[src/rtl/arc4_sched_if.sv]
// Engine-side bundle: start/ready handshake plus the engine's s_mem request.
// The scheduler holds the master view; each engine holds the slave view.
interface arc4_sched_if;
  logic       en;
  logic       rdy;
  logic [7:0] addr;
  logic [7:0] wrdata;
  logic       wren;

  modport master (output en, input rdy, input addr, input wrdata, input wren);
  modport slave  (input en, output rdy, output addr, output wrdata, output wren);
endinterface

[src/rtl/arc4_sched.sv]
// ARC4 pass sequencer: runs init -> ksa -> prga once per start and grants s_mem to the active engine.
// Define ARC4_PHASE_TIMEOUT_EN to add the per-phase watchdog, sticky err and the ERR state.
module arc4_sched #(
  parameter logic [15:0] TIMEOUT = 16'd4096
) (
  input  logic         clk,
  input  logic         rst,
  input  logic         en,
  output logic         rdy,
  output logic [2:0]   phase,
  output logic         err,
  arc4_sched_if.master init_bus,
  arc4_sched_if.master ksa_bus,
  arc4_sched_if.master prga_bus,
  output logic [7:0]   s_addr,
  output logic [7:0]   s_wrdata,
  output logic         s_wren
);

  localparam logic [2:0] S_IDLE     = 3'd0;
  localparam logic [2:0] S_INIT_GO  = 3'd1;
  localparam logic [2:0] S_INIT_RUN = 3'd2;
  localparam logic [2:0] S_KSA_GO   = 3'd3;
  localparam logic [2:0] S_KSA_RUN  = 3'd4;
  localparam logic [2:0] S_PRGA_GO  = 3'd5;
  localparam logic [2:0] S_PRGA_RUN = 3'd6;
  localparam logic [2:0] S_ERR      = 3'd7;

  logic [2:0] state;
  logic [2:0] state_next;
  logic       ack;
  logic       owner_rdy;
  logic       phase_active;
  logic       init_en_q;
  logic       ksa_en_q;
  logic       prga_en_q;

  assign phase_active = (state != S_IDLE) && (state != S_ERR);

  always_comb begin
    owner_rdy = 1'b0;
    case (state)
      S_INIT_GO, S_INIT_RUN: owner_rdy = init_bus.rdy;
      S_KSA_GO,  S_KSA_RUN:  owner_rdy = ksa_bus.rdy;
      S_PRGA_GO, S_PRGA_RUN: owner_rdy = prga_bus.rdy;
      default:               owner_rdy = 1'b0;
    endcase
  end

`ifdef ARC4_PHASE_TIMEOUT_EN
  logic [15:0] wd_cnt;
  logic        wd_expire;
  logic        go_entry;
  logic        err_q;

  assign wd_expire = phase_active && ((wd_cnt + 16'd1) == TIMEOUT);
  assign go_entry  = (state_next != state) &&
                     ((state_next == S_INIT_GO) || (state_next == S_KSA_GO) ||
                      (state_next == S_PRGA_GO));
`endif

  // A RUN phase only completes after the engine has been seen busy (ack) and then idle again.
  always_comb begin
    state_next = state;
    case (state)
      S_IDLE:     if (en) state_next = S_INIT_GO;
      S_INIT_GO:  if (owner_rdy) state_next = S_INIT_RUN;
      S_INIT_RUN: if (ack && owner_rdy) state_next = S_KSA_GO;
      S_KSA_GO:   if (owner_rdy) state_next = S_KSA_RUN;
      S_KSA_RUN:  if (ack && owner_rdy) state_next = S_PRGA_GO;
      S_PRGA_GO:  if (owner_rdy) state_next = S_PRGA_RUN;
      S_PRGA_RUN: if (ack && owner_rdy) state_next = S_IDLE;
`ifdef ARC4_PHASE_TIMEOUT_EN
      default:    state_next = S_ERR;
`else
      default:    state_next = S_IDLE;
`endif
    endcase
`ifdef ARC4_PHASE_TIMEOUT_EN
    if (wd_expire) state_next = S_ERR;
`endif
  end

  always_ff @(posedge clk) begin
    if (rst) begin
      state     <= S_IDLE;
      ack       <= 1'b0;
      init_en_q <= 1'b0;
      ksa_en_q  <= 1'b0;
      prga_en_q <= 1'b0;
    end else begin
      state     <= state_next;
      init_en_q <= (state == S_INIT_GO) && (state_next == S_INIT_RUN);
      ksa_en_q  <= (state == S_KSA_GO)  && (state_next == S_KSA_RUN);
      prga_en_q <= (state == S_PRGA_GO) && (state_next == S_PRGA_RUN);
      if (state_next != state)
        ack <= 1'b0;
      else if (!owner_rdy)
        ack <= 1'b1;
    end
  end

`ifdef ARC4_PHASE_TIMEOUT_EN
  // Watchdog counts cycles spent in one engine's GO+RUN; err stays set until reset.
  always_ff @(posedge clk) begin
    if (rst) begin
      wd_cnt <= 16'd0;
      err_q  <= 1'b0;
    end else begin
      if (go_entry)
        wd_cnt <= 16'd0;
      else if (phase_active)
        wd_cnt <= wd_cnt + 16'd1;
      if (state_next == S_ERR)
        err_q <= 1'b1;
    end
  end

  assign err = err_q;
`else
  logic unused_timeout;
  assign unused_timeout = ^TIMEOUT;
  assign err = 1'b0;
`endif

  assign rdy          = (state == S_IDLE);
  assign phase        = state;
  assign init_bus.en  = init_en_q;
  assign ksa_bus.en   = ksa_en_q;
  assign prga_bus.en  = prga_en_q;

  // Grant follows the registered state only, so an owner change lands on the state edge.
  always_comb begin
    s_addr   = 8'd0;
    s_wrdata = 8'd0;
    s_wren   = 1'b0;
    case (state)
      S_INIT_GO, S_INIT_RUN: begin
        s_addr   = init_bus.addr;
        s_wrdata = init_bus.wrdata;
        s_wren   = init_bus.wren;
      end
      S_KSA_GO, S_KSA_RUN: begin
        s_addr   = ksa_bus.addr;
        s_wrdata = ksa_bus.wrdata;
        s_wren   = ksa_bus.wren;
      end
      S_PRGA_GO, S_PRGA_RUN: begin
        s_addr   = prga_bus.addr;
        s_wrdata = prga_bus.wrdata;
        s_wren   = prga_bus.wren;
      end
      default: begin
        s_addr   = 8'd0;
        s_wrdata = 8'd0;
        s_wren   = 1'b0;
      end
    endcase
  end

endmodule

[src/flat_wrapper.sv]
// flat-port wrapper written by rule: the top's interface ports become plain ports
module arc4_sched_flat 
#(
  parameter logic [15:0] TIMEOUT = 16'd4096
)
  (clk, rst, en, rdy, phase, err, s_addr, s_wrdata, s_wren, init_bus_en, init_bus_rdy, init_bus_addr, init_bus_wrdata, init_bus_wren, ksa_bus_en, ksa_bus_rdy, ksa_bus_addr, ksa_bus_wrdata, ksa_bus_wren, prga_bus_en, prga_bus_rdy, prga_bus_addr, prga_bus_wrdata, prga_bus_wren);
  arc4_sched_if init_bus_i ();
  arc4_sched_if ksa_bus_i ();
  arc4_sched_if prga_bus_i ();
  input  logic clk;
  input  logic rst;
  input  logic en;
  output logic rdy;
  output logic [2:0] phase;
  output logic err;
  output logic [7:0] s_addr;
  output logic [7:0] s_wrdata;
  output logic s_wren;
  output wire logic [$bits(init_bus_i.en)-1:0] init_bus_en;
  input wire logic [$bits(init_bus_i.rdy)-1:0] init_bus_rdy;
  input wire logic [$bits(init_bus_i.addr)-1:0] init_bus_addr;
  input wire logic [$bits(init_bus_i.wrdata)-1:0] init_bus_wrdata;
  input wire logic [$bits(init_bus_i.wren)-1:0] init_bus_wren;
  output wire logic [$bits(ksa_bus_i.en)-1:0] ksa_bus_en;
  input wire logic [$bits(ksa_bus_i.rdy)-1:0] ksa_bus_rdy;
  input wire logic [$bits(ksa_bus_i.addr)-1:0] ksa_bus_addr;
  input wire logic [$bits(ksa_bus_i.wrdata)-1:0] ksa_bus_wrdata;
  input wire logic [$bits(ksa_bus_i.wren)-1:0] ksa_bus_wren;
  output wire logic [$bits(prga_bus_i.en)-1:0] prga_bus_en;
  input wire logic [$bits(prga_bus_i.rdy)-1:0] prga_bus_rdy;
  input wire logic [$bits(prga_bus_i.addr)-1:0] prga_bus_addr;
  input wire logic [$bits(prga_bus_i.wrdata)-1:0] prga_bus_wrdata;
  input wire logic [$bits(prga_bus_i.wren)-1:0] prga_bus_wren;
  assign init_bus_en = init_bus_i.en;
  assign init_bus_i.rdy = init_bus_rdy;
  assign init_bus_i.addr = init_bus_addr;
  assign init_bus_i.wrdata = init_bus_wrdata;
  assign init_bus_i.wren = init_bus_wren;
  assign ksa_bus_en = ksa_bus_i.en;
  assign ksa_bus_i.rdy = ksa_bus_rdy;
  assign ksa_bus_i.addr = ksa_bus_addr;
  assign ksa_bus_i.wrdata = ksa_bus_wrdata;
  assign ksa_bus_i.wren = ksa_bus_wren;
  assign prga_bus_en = prga_bus_i.en;
  assign prga_bus_i.rdy = prga_bus_rdy;
  assign prga_bus_i.addr = prga_bus_addr;
  assign prga_bus_i.wrdata = prga_bus_wrdata;
  assign prga_bus_i.wren = prga_bus_wren;
  arc4_sched #(.TIMEOUT(TIMEOUT)) u_core (.clk(clk), .rst(rst), .en(en), .rdy(rdy), .phase(phase), .err(err), .init_bus(init_bus_i), .ksa_bus(ksa_bus_i), .prga_bus(prga_bus_i), .s_addr(s_addr), .s_wrdata(s_wrdata), .s_wren(s_wren));
endmodule
[config.mk]
export PLATFORM = sky130hd
export DESIGN_NAME = arc4_sched_flat
export DESIGN_NICKNAME = d
export VERILOG_FILES = /design/src/rtl/arc4_sched_if.sv /design/src/rtl/arc4_sched.sv /design/src/flat_wrapper.sv
export SDC_FILE = /design/constraint.sdc
export NUM_CORES = 1
export LEC_CHECK = 0
export CORE_MARGIN = 2
export CORE_UTILIZATION = 33
export DETAILED_ROUTE_END_ITERATION = 6
export PLACE_DENSITY = 0.95
export REMOVE_ABC_BUFFERS = 1
export SLEW_MARGIN = 20
export SYNTH_ARGS = -nofsm -noshare
export SYNTH_HDL_FRONTEND = slang
export SYNTH_SLANG_ARGS = --single-unit
[constraint.sdc]
create_clock -name clk -period 2.2 [get_ports clk]
set_input_delay 0.55 -clock clk [delete_from_list [all_inputs] [get_ports clk]]
set_output_delay 0.55 -clock clk [all_outputs]
set_load 0.05 [all_outputs]
==> results.py, run 1 <==
metrics = {
    "outcome": {
        "outcome": "complete, no violations",
    },
    "synthesis": {
        "ys_types": 32,
        "syn_inst": 81,
        "seq_area_frac_synth_pct": 16.16,
        "synth_top_area_share_pct": 20.78,
        "syn_area_per_cell_um2": 10.70,
        "synth_area_leaders": "mux2i_1 21%, o2bb2ai_2 17%, dfxtp_1 16%",
        "synth_top_area_cell": "mux2i_1",
        "syn_area_um2": 867.1,
        "ys_ff_latch": 7,
        "yosysWarningCount": 0,
    },
    "worst_setup_path": {
        "critPathLaunch": "u_core.phase[0]",
        "cp_max_fo": 17,
        "r2r-start": "u_core.phase[2]",
        "worstSetupPathType": "reg2out",
        "r2r-end": "u_core.ack",
        "worstSetupEndpoint": "s_addr[6]",
        "r2r_cells": 4,
        "end_kind": "primary output",
        "worstPathArrival_ns": 1.60,
        "rrSetupSlack_ns": 0.65,
        "worstPathRequired_ns": 1.65,
        "cp-start-kind": "register",
    },
    "finish": {
        "final_common_cell": "clkdlybuf4s50_1",
        "fin_util_pct": 80.05,
        "mostFrequentLayoutCells": "59 x clkdlybuf4s50_1, 20 x buf_12, 18 x mux2i_1",
        "drive_gt1_share_pct": 34.13,
        "diodes": 0,
        "layout.nets": 225,
        "area_growth_pct": 128.7,
        "final.fill_count": 153,
    },
    "cts": {
        "cts_max_level": 1,
        "clk_latency_ns": 0.26,
        "cts_tree": "done",
        "clkSinkCount": 7,
        "clk_pin_slew_worst_paths_ns": 0.05,
        "cts_root_buf": "clkbuf_4",
        "numCtsBuffers": 3,
        "cts_buffer_depth": 2,
    },
    "place": {
        "hpwlAfterDp_um": 2614,
        "portBuffers": 80,
        "gp_congestion": 0.7736,
    },
    "route": {
        "drc": 0,
        "vias": 1056,
        "drtAntennaViolNets": 0,
        "via_per_inst": 5.360,
        "dr.pass1.iters": 4,
        "wl_per_cell_um": 17.11,
        "drtIter0Drc": 15,
        "route.final.wire_length_um": 3370,
    },
    "power_and_ir_drop": {
        "fin_total_pwr_uw": 817.3,
        "cellLeakagePower_nw": 0.7157,
        "powerDensity_nw_per_um2": 412.1,
        "ir_drop_uv": 361.4,
    },
    "sta": {
        "hold_ws_ns": 0.5411,
        "hold_viol": 0,
        "grt_setup_unrepaired": "true",
        "fin_crit_sh_pct": 97.93,
        "drv_slew": 0,
        "setup_violations": 0,
        "fmax_mhz": 464.1,
        "skew_ns": 0.001892,
        "fin_setup_tns_ns": 0,
        "final.min_clock_period_ns": 2.154,
    },
    "global_route": {
        "grt_pass1_wl_um": 5506,
        "grt_max_degree": 24,
        "grt_pass1_vias": 1157,
        "grt-ovfl-total": 0,
        "antenna_found_initial": 0,
        "grt_usage_pct": 22.06,
    },
    "floorplanning": {
        "ios": 82,
        "die_y_um": 55.26,
        "core_um2": 2477,
        "die_x_um": 55.26,
        "dieArea_um2": 3054,
        "rows": 18,
        "initial_core_util_pct": 35.00,
    },
    "hold_path": {
        "hold_path_class": "reg2reg",
    },
    "job": {
        "drv_cap": 0,
    },
}
## layout make-up
class | count | area [µm²] | area share, %
Clock buffer | 4 | 26.28 | 1.325
Inverter | 1 | 3.754 | 0.1893
Multi-Input combinational cell | 65 | 680.7 | 34.32
Sequential cell | 7 | 142.6 | 7.192
Tap cell | 30 | 37.54 | 1.893
Timing Repair Buffer | 90 | 1092 | 55.08
## logic make-up after synthesis
kind of cell,Yosys count,share of synthesized area (%)
AO/OA/AOI/OAI,27,33.48
multiplexers,18,20.78
AND/OR/NAND/NOR,17,16.02
buffers and inverters,9,10.24
flip-flops,7,16.16
XOR/XNOR,2,2.887
other,1,0.4325
## timing repair
| action | in CTS | in global routing |
|---|---|---|
| setup buffers | 5 | 0 |
| hold buffers | 0 | 0 |
| pin swaps | 1 | 0 |
| resized for setup | 6 | 7 |
| endpoints found under the setup margin | 17 | 9 |
## power breakdown
part / switching (mW) / internal, mW
logic: 0.264 / 0.289
clock network: 0.0539 / 0.0696
registers: 0.00803 / 0.133
total: 0.326 / 0.492
## metal layers
| metal | GRT usage [%] | part of all wire [%] | wire (µm) |
|---|---|---|---|
| met3 | 5.386 | 7.0 | 236 |
| met4 | 4.878 | 2.4 | 80 |
| met2 | 41.84 | 54 | 1815 |
| met1 | 24.43 | 37 | 1238 |
| met5 | 0 | 0 | 0 |
## worst max-delay path, stage by stage, from the launching register on
cell and delay [ns]:
dfxtp_2 0.36, buf_8 0.15, nand2b_4 0.14, o22ai_4 0.14
buf_12 0.19, o2bb2ai_1 0.18, buf_12 0.17
## flip-flops by register name (all words and copies together) (netlist names)
register,cells
u_core.init_bus.en,1
u_core.ack,1
u_core.prga_bus.en,1
u_core.ksa_bus.en,1
u_core.phase,3
## worst min-delay path by stage
stage | end | cells past startpoint | startpoint | slack, ns
global route | u_core.phase[0] | 2 | u_core.ack | 0.56
finish | u_core.phase[0] | 2 | u_core.ack | 0.54
global placement | u_core.phase[0] | 2 | u_core.ack | 0.50
CTS | u_core.phase[0] | 2 | u_core.ack | 0.54
detailed placement | u_core.phase[0] | 2 | u_core.ack | 0.53
floorplan | u_core.phase[0] | 2 | u_core.ack | 0.47
## synth_stat cells, drive strengths merged
| cell type | n |
|---|---|
| nand2b | 1 |
| nand4bb | 1 |
| dfxtp | 7 |
| xnor2 | 1 |
| o21ai | 1 |
| a21oi | 3 |
| mux2i | 18 |
| conb | 1 |
| and3 | 1 |
| a211oi | 2 |
| and4b | 1 |
| o21bai | 1 |
| o211a | 1 |
| o22ai | 2 |
| buf | 8 |
| nor3b | 1 |
| nor2 | 4 |
| nand2 | 1 |
| xor2 | 1 |
| and4bb | 1 |
| nor3 | 1 |
| o2bb2ai | 17 |
| nor4b | 1 |
| nand4b | 1 |
| and2b | 1 |
| inv | 1 |
| nand3 | 2 |
## metrics by stage
step,cell area [µm²],setup slack [ns],cells
5_1_grt,1983,-0.01874,197
4_1_cts,1944,0.01043,197
3_5_place_dp,1843,-0.09079,188
3_3_place_gp,1843,0.03227,188
6_report,1983,0.04550,197
2_1_floorplan,782.0,-0.8223,73
Note: power is estimated with default switching activity, not from simulation.
==> inputs of run 2 (changes only) <==
==> constraint.sdc (replaced) <==
create_clock -name clk -period 2.7 [get_ports clk]
set_input_delay 0.675 -clock clk [delete_from_list [all_inputs] [get_ports clk]]
set_output_delay 0.675 -clock clk [all_outputs]
set_load 0.05 [all_outputs]
==> run 2 against run 1 <==
Via count down 4.8%. Die area unchanged. Global-route usage about the same. Combinational power down 26%. Power down 23%. Sequential cell count unchanged. Worst setup slack better by 0.11 ns. Non-clock buffer count down 5. Critical endpoint is now phase[0]. Largest cell class unchanged. Largest power group unchanged.
==> results.py, run 2 (same netlist as run 1, synthesis figures left out) <==
metrics = {
    "outcome": {
        "outcome": "complete, no violations",
    },
    "floorplanning": {
        "dieArea_um2": 3054,
        "die_x_um": 55.26,
        "die_y_um": 55.26,
        "ios": 82,
        "initial_core_util_pct": 35.00,
        "core_um2": 2477,
        "rows": 18,
    },
    "power_and_ir_drop": {
        "power_frac_seq_pct": 18.8,
        "swShare_pct": 40.17,
        "clock_power_share_pct": 16.1,
        "p_int_uw": 374.7,
        "ir_drop_uv": 253.8,
        "cellLeakagePower_nw": 0.6690,
        "powerDensity_nw_per_um2": 332.1,
        "netSwitchingPower_uw": 251.5,
        "p_comb_share_pct": 65.1,
    },
    "global_route": {
        "grt_pass1_vias": 1145,
        "antenna_found_initial": 0,
        "grt_pass1_wl_um": 5409,
        "grt_max_degree": 24,
        "grt-ovfl-total": 0,
        "grt_usage_pct": 22.10,
    },
    "hold_path": {
        "hold_path_class": "reg2reg",
        "hold_path_depth": 2,
        "hold_end": "u_core.phase[0]",
        "min_from": "u_core.ack",
    },
    "route": {
        "route.final.wire_length_um": 3038,
        "vias": 1005,
        "drtAntennaViolNets": 0,
        "via_per_inst": 5.234,
        "drtIter0Drc": 16,
        "wl_per_cell_um": 15.82,
        "drc": 0,
        "dr.pass1.iters": 4,
    },
    "sta": {
        "fmax_mhz": 393.0,
        "grt_setup_unrepaired": "false",
        "max_slew_margin_pct": 55.42,
        "hold_viol": 0,
        "final.min_clock_period_ns": 2.544,
        "skew_ns": 0.002216,
        "fin_setup_tns_ns": 0,
        "drv_slew": 0,
        "fin_ws_ns": 0.1556,
        "fin_crit_sh_pct": 94.24,
        "setup_violations": 0,
        "tightestPinTransition_ns": 0.6687,
    },
    "worst_setup_path": {
        "worstSetupPathType": "reg2out",
        "cp-start-kind": "register",
        "worstPathArrival_ns": 1.87,
        "cp_num_buf_inv": 1,
        "rrSetupSlack_ns": 1.09,
        "end_kind": "primary output",
        "crit_chain": "clkdlybuf4s50_1",
        "path_delay_family": "buffers and inverters",
        "worstPathRequired_ns": 2.03,
        "r2r-end": "u_core.phase[0]",
        "r2r-start": "u_core.phase[0]",
        "r2r_cells": 3,
        "cp_max_fo": 13,
        "critPathLaunch": "u_core.phase[0]",
        "slowest_stage": "clkdlybuf4s50_1",
        "cpPeakStageDelay_ns": 0.92,
    },
    "finish": {
        "drive_gt1_share_pct": 26.54,
        "fin_area_um2": 1886,
        "final.fill_count": 192,
        "largest_reg_flops": 3,
        "layout.nets": 220,
        "diodes": 0,
        "multi_input_area_um2": 649.4,
        "final_common_cell": "clkdlybuf4s50_1",
        "area_growth_pct": 117.5,
        "mostFrequentLayoutCells": "61 x clkdlybuf4s50_1, 19 x buf_12, 18 x mux2i_1",
        "seq_area_um2": 140.1,
    },
    "job": {
        "drv_cap": 0,
    },
    "cts": {
        "cts_tree": "done",
        "clkSinkCount": 7,
        "cts_root_buf": "clkbuf_4",
        "cts_buffer_depth": 2,
        "numCtsBuffers": 3,
        "clk_latency_ns": 0.26,
        "cts_max_level": 1,
        "hold_buffers": 0,
        "clk_pin_slew_worst_paths_ns": 0.05,
    },
    "place": {
        "hpwlAfterDp_um": 2525,
        "gp_congestion": 0.8325,
        "dp_slack_ns": 0.1167,
        "placed_area_um2": 1821,
        "portBuffers": 80,
    },
}
-- run 2: cell count changes in the layout (fill, tap and decap cells not counted), moves of 2 or more --
cell             change
o2bb2ai_1            +5
o2bb2ai_2            -5
buf_4                -3
buf_8                -2
clkdlybuf4s50_1      +2
dfxtp_1              +2
dfxtp_2              -2
-- run 2: cell type report --
type | instances | area share, %
multi-input combinational | 65 | 34.44
tap | 30 | 1.991
inverter | 1 | 0.1991
clock buffer | 4 | 1.393
timing repair buffer | 85 | 54.55
sequential | 7 | 7.432
-- run 2: how the worst max path moves through the flow --
| stage | end | slack (ns) | cells after the start |
|---|---|---|---|
| 6_report | phase[0] | 0.16 | 1 |
| 5_1_grt | s_wrdata[7] | 0.06 | 3 |
| 4_1_cts | phase[0] | 0.15 | 1 |
| 3_5_place_dp | s_addr[7] | 0.12 | 3 |
| 3_3_place_gp | s_wren | 0.24 | 3 |
| 2_1_floorplan | s_addr[4] | -0.45 | 3 |
-- run 2: what timing repair did --
| item | 4_1_cts | 5_1_grt |
|---|---|---|
| setup endpoints to repair | 17 | 0 |
| hold endpoints to repair | 0 | 0 |
| setup buffers | 2 | 0 |
| gates resized for setup | 1 | 0 |
-- run 2: through the flow --
step	util, %	power (mW)	cells	hold slack [ns]
after floorplan	-	0.2983	73	0.4712
after global placement	73.48	0.5165	186	0.5016
after detailed placement	73.48	0.5233	186	0.5185
after CTS	76.11	0.6328	192	0.5332
after global routing	76.11	0.6572	192	0.5578
final	76.11	0.6262	192	0.5332
-- run 2: per-layer routing --
| metal | wire (µm) | GRT usage (%) | up-vias |
|---|---|---|---|
| met2 | 1626 | 41.50 | 51 |
| met3 | 221 | 5.621 | 6 |
| met5 | 0 | 0 | - |
| met1 | 1129 | 23.42 | 465 |
| li1 | - | - | 483 |
| met4 | 60 | 8.014 | 0 |
-- run 2: power by group through the flow --
stage | Clock, mW | Combinational (mW) | Sequential (mW)
final | 0.101 | 0.408 | 0.118
after global routing | 0.112 | 0.427 | 0.118
after CTS | 0.104 | 0.411 | 0.117
after detailed placement | 0 | 0.405 | 0.119
after global placement | 0 | 0.399 | 0.118
after floorplan | 0 | 0.167 | 0.131
==> inputs of run 3 (changes only) <==
--- a/config.mk
+++ b/config.mk
@@ -5,6 +5,7 @@
 export SDC_FILE = /design/constraint.sdc
 export NUM_CORES = 1
 export LEC_CHECK = 0
+export ABC_CLOCK_PERIOD_IN_PS = 2700
 export CORE_MARGIN = 2
 export CORE_UTILIZATION = 33
 export DETAILED_ROUTE_END_ITERATION = 6
==> results of run 3 <==
No change in the layout: final DEF, timing and power equal those of run 2.
